## src/rtl/rr_arbiter16.sv

```systemverilog
// rr_arbiter16: 16-way round-robin arbiter with registered one-hot grant,
// binary grant index, and an optional per-grant hold limit that forces
// release (flagged by a one-cycle 'expired' pulse).
module rr_arbiter16 #(
  parameter int N_REQ    = 16,
  parameter int MAX_HOLD = 8
) (
  input  logic               clk,
  input  logic               rst_n,
  input  logic [N_REQ-1:0]   req,
  input  logic               done,
  output logic [N_REQ-1:0]   gnt,
  output logic [3:0]         gnt_idx,
  output logic               gnt_valid,
  output logic               expired
);

  localparam int IDX_W = 4;
  localparam logic [7:0] HOLD_LIM = 8'(MAX_HOLD);

  typedef enum logic {IDLE, GRANT} state_t;

  state_t             state_q, state_d;
  logic [IDX_W-1:0]   ptr_q, ptr_d;
  logic [7:0]         hold_cnt_q, hold_cnt_d;
  logic [N_REQ-1:0]   gnt_q, gnt_d;
  logic [IDX_W-1:0]   gnt_idx_q, gnt_idx_d;
  logic               expired_q, expired_d;

  // Requests rotated so that bit 0 is the current highest-priority requester.
  logic [2*N_REQ-1:0] req_dbl;
  logic [N_REQ-1:0]   req_rot;
  logic [IDX_W-1:0]   pick_off;
  logic [IDX_W-1:0]   pick_idx;
  logic               pick_found;

  assign req_dbl = {req, req};
  assign req_rot = req_dbl[ptr_q +: N_REQ];

  // Lowest set bit of the rotated vector is the first requester in search order.
  always_comb begin
    pick_off   = '0;
    pick_found = 1'b0;
    for (int i = N_REQ - 1; i >= 0; i--) begin
      if (req_rot[i]) begin
        pick_off   = IDX_W'(i);
        pick_found = 1'b1;
      end
    end
  end

  // Undo the rotation; the 4-bit add wraps modulo 16.
  assign pick_idx = ptr_q + pick_off;

  // Release conditions for the current owner.
  logic hold_hit;
  logic owner_req;
  logic release_now;

  assign hold_hit    = (MAX_HOLD != 0) && (hold_cnt_q == HOLD_LIM);
  assign owner_req   = req[gnt_idx_q];
  assign release_now = done | ~owner_req | hold_hit;

  // Next-state and next-output logic for the IDLE/GRANT machine.
  always_comb begin
    state_d    = state_q;
    ptr_d      = ptr_q;
    hold_cnt_d = hold_cnt_q;
    gnt_d      = gnt_q;
    gnt_idx_d  = gnt_idx_q;
    expired_d  = 1'b0;
    case (state_q)
      IDLE: begin
        if (pick_found) begin
          gnt_d      = {{(N_REQ-1){1'b0}}, 1'b1} << pick_idx;
          gnt_idx_d  = pick_idx;
          hold_cnt_d = 8'd1;
          state_d    = GRANT;
        end
      end
      GRANT: begin
        if (release_now) begin
          gnt_d     = '0;
          gnt_idx_d = '0;
          ptr_d     = gnt_idx_q + IDX_W'(1);
          // Only a release caused purely by the hold limit counts as expiry.
          expired_d = hold_hit & ~done & owner_req;
          state_d   = IDLE;
        end else if (hold_cnt_q != 8'hFF) begin
          // Saturate so an unlimited grant never wraps the counter.
          hold_cnt_d = hold_cnt_q + 8'd1;
        end
      end
      default: begin
        state_d = IDLE;
      end
    endcase
  end

  // State register with synchronous active-low reset.
  always_ff @(posedge clk) begin
    if (!rst_n) begin
      state_q    <= IDLE;
      ptr_q      <= '0;
      hold_cnt_q <= '0;
      gnt_q      <= '0;
      gnt_idx_q  <= '0;
      expired_q  <= 1'b0;
    end else begin
      state_q    <= state_d;
      ptr_q      <= ptr_d;
      hold_cnt_q <= hold_cnt_d;
      gnt_q      <= gnt_d;
      gnt_idx_q  <= gnt_idx_d;
      expired_q  <= expired_d;
    end
  end

  assign gnt       = gnt_q;
  assign gnt_idx   = gnt_idx_q;
  assign gnt_valid = |gnt_q;
  assign expired   = expired_q;

endmodule

```

## config.mk

```make
export PLATFORM = sky130hd
export DESIGN_NAME = rr_arbiter16
export DESIGN_NICKNAME = d
export VERILOG_FILES = /design/src/rtl/rr_arbiter16.sv
export SDC_FILE = /design/constraint.sdc
export NUM_CORES = 1
export LEC_CHECK = 0
export BUFFER_PORTS_ARGS = -buffer_cell sky130_fd_sc_hd__buf_4
export CORE_ASPECT_RATIO = 1.5
export CORE_MARGIN = 5
export CORE_UTILIZATION = 35
export CTS_CLUSTER_DIAMETER = 40
export DETAILED_ROUTE_END_ITERATION = 12
export PLACE_DENSITY_LB_ADDON = 0.15
export SYNTH_ARGS = -nofsm -noshare
export SYNTH_HDL_FRONTEND = slang
export SYNTH_SLANG_ARGS = --single-unit
```

## constraint.sdc

```tcl
create_clock -name clk -period 8.6 [get_ports clk]
set_input_delay 1.72 -clock clk [delete_from_list [all_inputs] [get_ports clk]]
set_output_delay 1.72 -clock clk [all_outputs]
set_load 0.03 [all_outputs]
```

# [Word level (Yosys, flattened, before mapping)]
# Index checks and enable logic that the tools add are counted.
[classes] eq_ne=6 add_sub_neg=3 order_cmp=1 n_reduce_logical=5 shift=2 n_mux=47 bitwise_logic=7
[op_table] op="2-to-1 mux 4 bit" count=18
[op_table] op="2-to-1 mux 16 bit" count=2
[op_table] op="one-hot mux 16 bit (2 select lines)" count=1
[op_table] op="indexed part select 32 x 5 -> 16 bit" count=1
[op_table] op="2-to-1 mux 8 bit" count=3
[op_table] op="2-to-1 mux 1 bit" count=19
[op_table] op="one-hot mux 8 bit (2 select lines)" count=1
[op_table] op="OR reduction 16 bit" count=1
[op_table] op="<< shifter 1 x 4 -> 16 bit, first input constant" count=1
[op_table] op="adder 8 x 1 -> 8 bit, second input constant" count=1
[op_table] op="equality test 8 x 4 -> 1 bit, second input constant" count=1
[op_table] op="!= test 8 bit, second input constant" count=1
[op_table] op="one-hot mux 4 bit (2 select lines)" count=1
[op_table] op="AND reduction 3 bit" count=2
[op_table] op="less-than comparator 4 x 5 -> 1 bit, second input constant" count=1
[op_table] op="adder 4 x 1 -> 4 bit, second input constant" count=1
[op_table] op="adder 4 bit" count=1
[op_table] op="binary-select mux 1 bit (select 4 bit)" count=1
[op_table] op="!= test 2 x 1 -> 1 bit, second input constant" count=2
[op_table] op="!= test 2 bit, second input constant" count=2
[op_table] op="AND reduction 2 bit" count=2
[op_table] op="NOT 1 bit" count=3
[op_table] op="AND 1 bit" count=2
[op_table] op="OR 1 bit" count=2
[op_table] op="one-hot mux 1 bit (2 select lines)" count=1
[word_totals] in_bits=19 reg_bits=34 word_cells=77

# [Depth between registers and ports, before layout]
[logic_depth] depth_word=21 ltp_mapped=16 ltp_nobuf=13

# [Least setup slack after synthesis]
# No wires, ideal clock.
[synth_timing] kind="input to register" startpoint="input req[12]" endpoint="register gnt_q[12] (netlist: gnt[12])" cell_stages=13 path_buffers=0 setup_slack_ps=3744 arrival_time_ps=4794 setup_ps=62 cell_sequence="mux4_2 > mux2_2 > o22ai_1 > nand4_1 > and3_1 > o31a_1 > o21ai_0 > ha_1 > inv_1 > fa_1 > xor2_1 > nor3_1 > a32o_1"
[synth_between] elab_chain_cells=21 elab_cells_between_ends=45 cone_classes="add/sub: 1; eq/ne: 2; shift: 2; mux: 36; bitwise: 3; reduce/logical: 1"
[synth_lines] item="from (decl)" line_no="10" rtl="input logic [N_REQ-1:0] req,"
[synth_lines] item="indexed part select 32 x 5 -> 16 bit" line_no="38" rtl="assign req_rot = req_dbl[ptr_q +: N_REQ];"
[synth_lines] item="2-to-1 mux 4 bit (16 in series)" line_no="45" rtl="if (req_rot[i]) begin"
[synth_lines] item="adder 4 bit" line_no="53" rtl="assign pick_idx = ptr_q + pick_off;"
[synth_lines] item="<< shifter 1 x 4 -> 16 bit" line_no="75" rtl="gnt_d = {{(N_REQ-1){1'b0}}, 1'b1} << pick_idx;"
[synth_lines] item="2-to-1 mux 16 bit" line_no="74" rtl="if (pick_found) begin"
[synth_lines] item="one-hot mux 16 bit (2 select lines)" line_no="72" rtl="case (state_q)"
[synth_lines] item="to (signal assigned)" line_no="113" rtl="gnt_q <= gnt_d;"
[synth_lines] item="to (decl)" line_no="26" rtl="logic [N_REQ-1:0] gnt_q, gnt_d;"
# Parallel ways exist; a longest one is shown, timed or not. The select of a mux whose other input is x is not followed.
# A chain may end at the register's enable or synchronous reset.

# [Worst setup path in the final report]
[layout_timing] startpoint="input req[13]" endpoint="register gnt_q[7] (netlist: gnt[7])"
# The elaborated chain is that of the path after synthesis.

==> flow_summary.json <==
{
  "grt_pass1_wl_um": 13670,
  "yosys_warnings": 0,
  "drt_iter0_drc": 143,
  "min_period_ns": 5.252,
  "synth.cell_area_um2": 2899,
  "multi_input_area_um2": 2082,
  "worstMarginPinSlew_ns": 1.036,
  "yosys_register_bits": 34,
  "cp_max_fo": 9,
  "peakVddDrop_uv": 145.4,
  "synthFlopType": "dfxtp_1",
  "dp_cells": 429,
  "hold_violations": 0,
  "cts_hold_buf": 0,
  "rsz0062_at_grt": "false",
  "core_area_um2": 8058,
  "layout.cells.non_filler": 437,
  "p_leak_nw": 1.238,
  "worst_setup_path_end_kind": "flip-flop",
  "arrival_ns": 5.47,
  "avgSynthCellArea_um2": 9.599,
  "postRouteAntennaNets": 0,
  "clkLatencyLatePin_ns": 0.27,
  "async_reset_ff_share_pct": 0,
  "cp-start-kind": "primary input",
  "finClkSkew_ns": 0.002709,
  "grt_max_degree": 27,
  "post_drt_via_cell_ratio": 6.016,
  "drt-pass1-iter-count": 4,
  "grt_overflow": 0,
  "placementRows": 40,
  "numCtsBuffers": 5,
  "drv_slew": 0,
  "nets": 357,
  "cts.clk_slew.worst_paths_ns": 0.05,
  "yosysSeqAreaShare_pct": 23.48,
  "layout_commonest_cell": "buf_4",
  "dieHeight_um": 121.5,
  "port_buffers": 40,
  "synth_nets": 328,
  "slew_headroom_pct": 30.83,
  "worstPathRequired_ns": 8.81,
  "grt_pass1_vias": 2607,
  "grt_usage_pct": 16.45,
  "setup_viol": 0,
  "synthDistinctLibCells": 63,
  "hpwlAfterDp_um": 6230,
  "cts.sinks": 34,
  "antenna_cells": 0,
  "layout.cells.most_common_list": "41 x buf_4, 34 x dfxtp_1, 26 x nand2_1, 24 x nor2_1, 20 x mux4_2",
  "io_pins": 41,
  "place_congestion": 0.8371,
  "root_buffer": "clkbuf_16",
  "timing.setup.tns_ns": 0,
  "synth_cells": 302,
  "max_freq_mhz": 190.4,
  "cts_setup_buffers": 0,
  "cts_tree": "built",
  "ff_latch_area_um2": 680.7,
  "initial_core_util_pct": 35.98,
  "fillers": 797,
  "drcViolationCount": 0,
  "drt_wl_total_um": 8208,
  "synth_edf_count": 0,
  "antenna_found_initial": 0,
  "hp-class": "flip-flop to flip-flop",
  "cellPowerDensity_nw_per_um2": 267.2,
  "cts_max_level": 2,
  "maxCapViolCount": 0,
  "vias": 2629,
  "dieArea_um2": 10240,
  "clock_path_buffers": 2,
  "wl_per_cell_um": 18.78,
  "fin_crit_sh_pct": 61.07,
  "layout-drive-gt1-share_pct": 25.30,
  "post_cts_resize_count": 0,
  "die_x_um": 84.31,
  "crit_type": "primary input to flip-flop",
  "area_growth_pct": 16.57,
  "run_status": "complete, no violations"
}
where the power goes:
part,internal (W),switching (W)
Sequential,0.000180,0.0000484
Clock,0.000115,0.0000622
Combinational,0.000208,0.000290
Total,0.000502,0.000401
logic make-up after synthesis:
kind of cell               after synthesis  share of synthesized area (%)
and+or+nand+nor                        115                          20.59
AOI/OAI and AO/OA                       69                          19.16
xor gates and xnor gates                 8                          2.417
buffers and inverters                   27                          4.704
adders and majority gates                8                          3.625
muxes                                   41                          26.02
DFF                                     34                          23.48
final timing paths:
path,start,to,slack [ns],cells after the start
setup / recovery,req[13],gnt[7]$_SDFFE_PN0P_,3.35,14
hold / removal,gnt[9]$_SDFFE_PN0P_,gnt[9]$_SDFFE_PN0P_,0.49,1
setup reg to reg,ptr_q[1]$_SDFFE_PN0P_,gnt[7]$_SDFFE_PN0P_,3.78,13
hold reg to reg,gnt[9]$_SDFFE_PN0P_,gnt[9]$_SDFFE_PN0P_,0.49,1
per-layer routing:
layer,share of wire (%),up-vias,GRT usage [%]
met4,3.1,0,6.439
met2,53,59,29.89
li1,-,1246,-
met1,40,1306,19.21
met5,0,-,0
met3,3.0,18,2.378
cell usage after synthesis (all sizes together) (4+ instances only):
master | count | area share, %
xor2 | 5 | 1.5
buf | 8 | 2.2
mux4 | 24 | 19
o21ai | 7 | 1.2
nor2 | 25 | 3.5
dfxtp | 34 | 23
nor4 | 7 | 1.5
and2 | 5 | 1.1
a21oi | 15 | 2.7
a32o | 17 | 5.9
nor2b | 6 | 1.3
inv | 7 | 0.91
ha | 6 | 2.6
nand2 | 26 | 3.4
a211oi | 9 | 2.9
nand2b | 4 | 0.86
a21o | 4 | 1.0
and3 | 5 | 1.1
nor3 | 13 | 2.2
clkbuf | 11 | 1.4
mux2i | 14 | 5.7
nand4 | 5 | 1.1
nand3 | 8 | 1.6
area by class of cell:
cell class | instances | area share (%)
inverters | 8 | 0.8886
clock buffers | 7 | 4.221
flip-flops and latches | 34 | 20.14
repair buffers | 41 | 9.108
multi-input cells | 241 | 61.61
clock inverters | 1 | 0.1481
well taps | 105 | 3.887
sequential cells by signal, summed over array words and instances, names as in the netlist:
signal,cells
expired,1
gnt,16
gnt_idx,4
hold_cnt_q,8
ptr_q,4
state_q,1
worst max-delay path: stages:
cell and delay, ns:
buf_4 0.13, mux4_2 0.55, mux2_2 0.29, o22ai_1 0.19, nand4_1 0.11, and3_1 0.19
o31a_1 0.28, o21ai_0 0.18, ha_1 0.19, inv_1 0.05, fa_1 0.37, xor2_1 0.17
nor3_1 0.77, a32o_1 0.28
through the flow:
| step | util [%] | total power, W | hold WS [ns] | cell area (um2) | worst slack (ns) |
|---|---|---|---|---|---|
| 6_report | 41.94 | 0.0009031 | 0.4927 | 3379 | 3.348 |
| 5_1_grt | 41.94 | 0.0009656 | 0.5252 | 3379 | 3.070 |
| 4_1_cts | 41.94 | 0.0009117 | 0.4950 | 3379 | 3.347 |
| 3_5_place_dp | 40.11 | 0.0007302 | 0.4827 | 3232 | 3.062 |
| 3_3_place_gp | 40.11 | 0.0007296 | 0.4865 | 3232 | 3.050 |
| 2_1_floorplan | - | 0.0005945 | 0.4961 | 2899 | 3.744 |
Power figures use the tool's default switching activity.
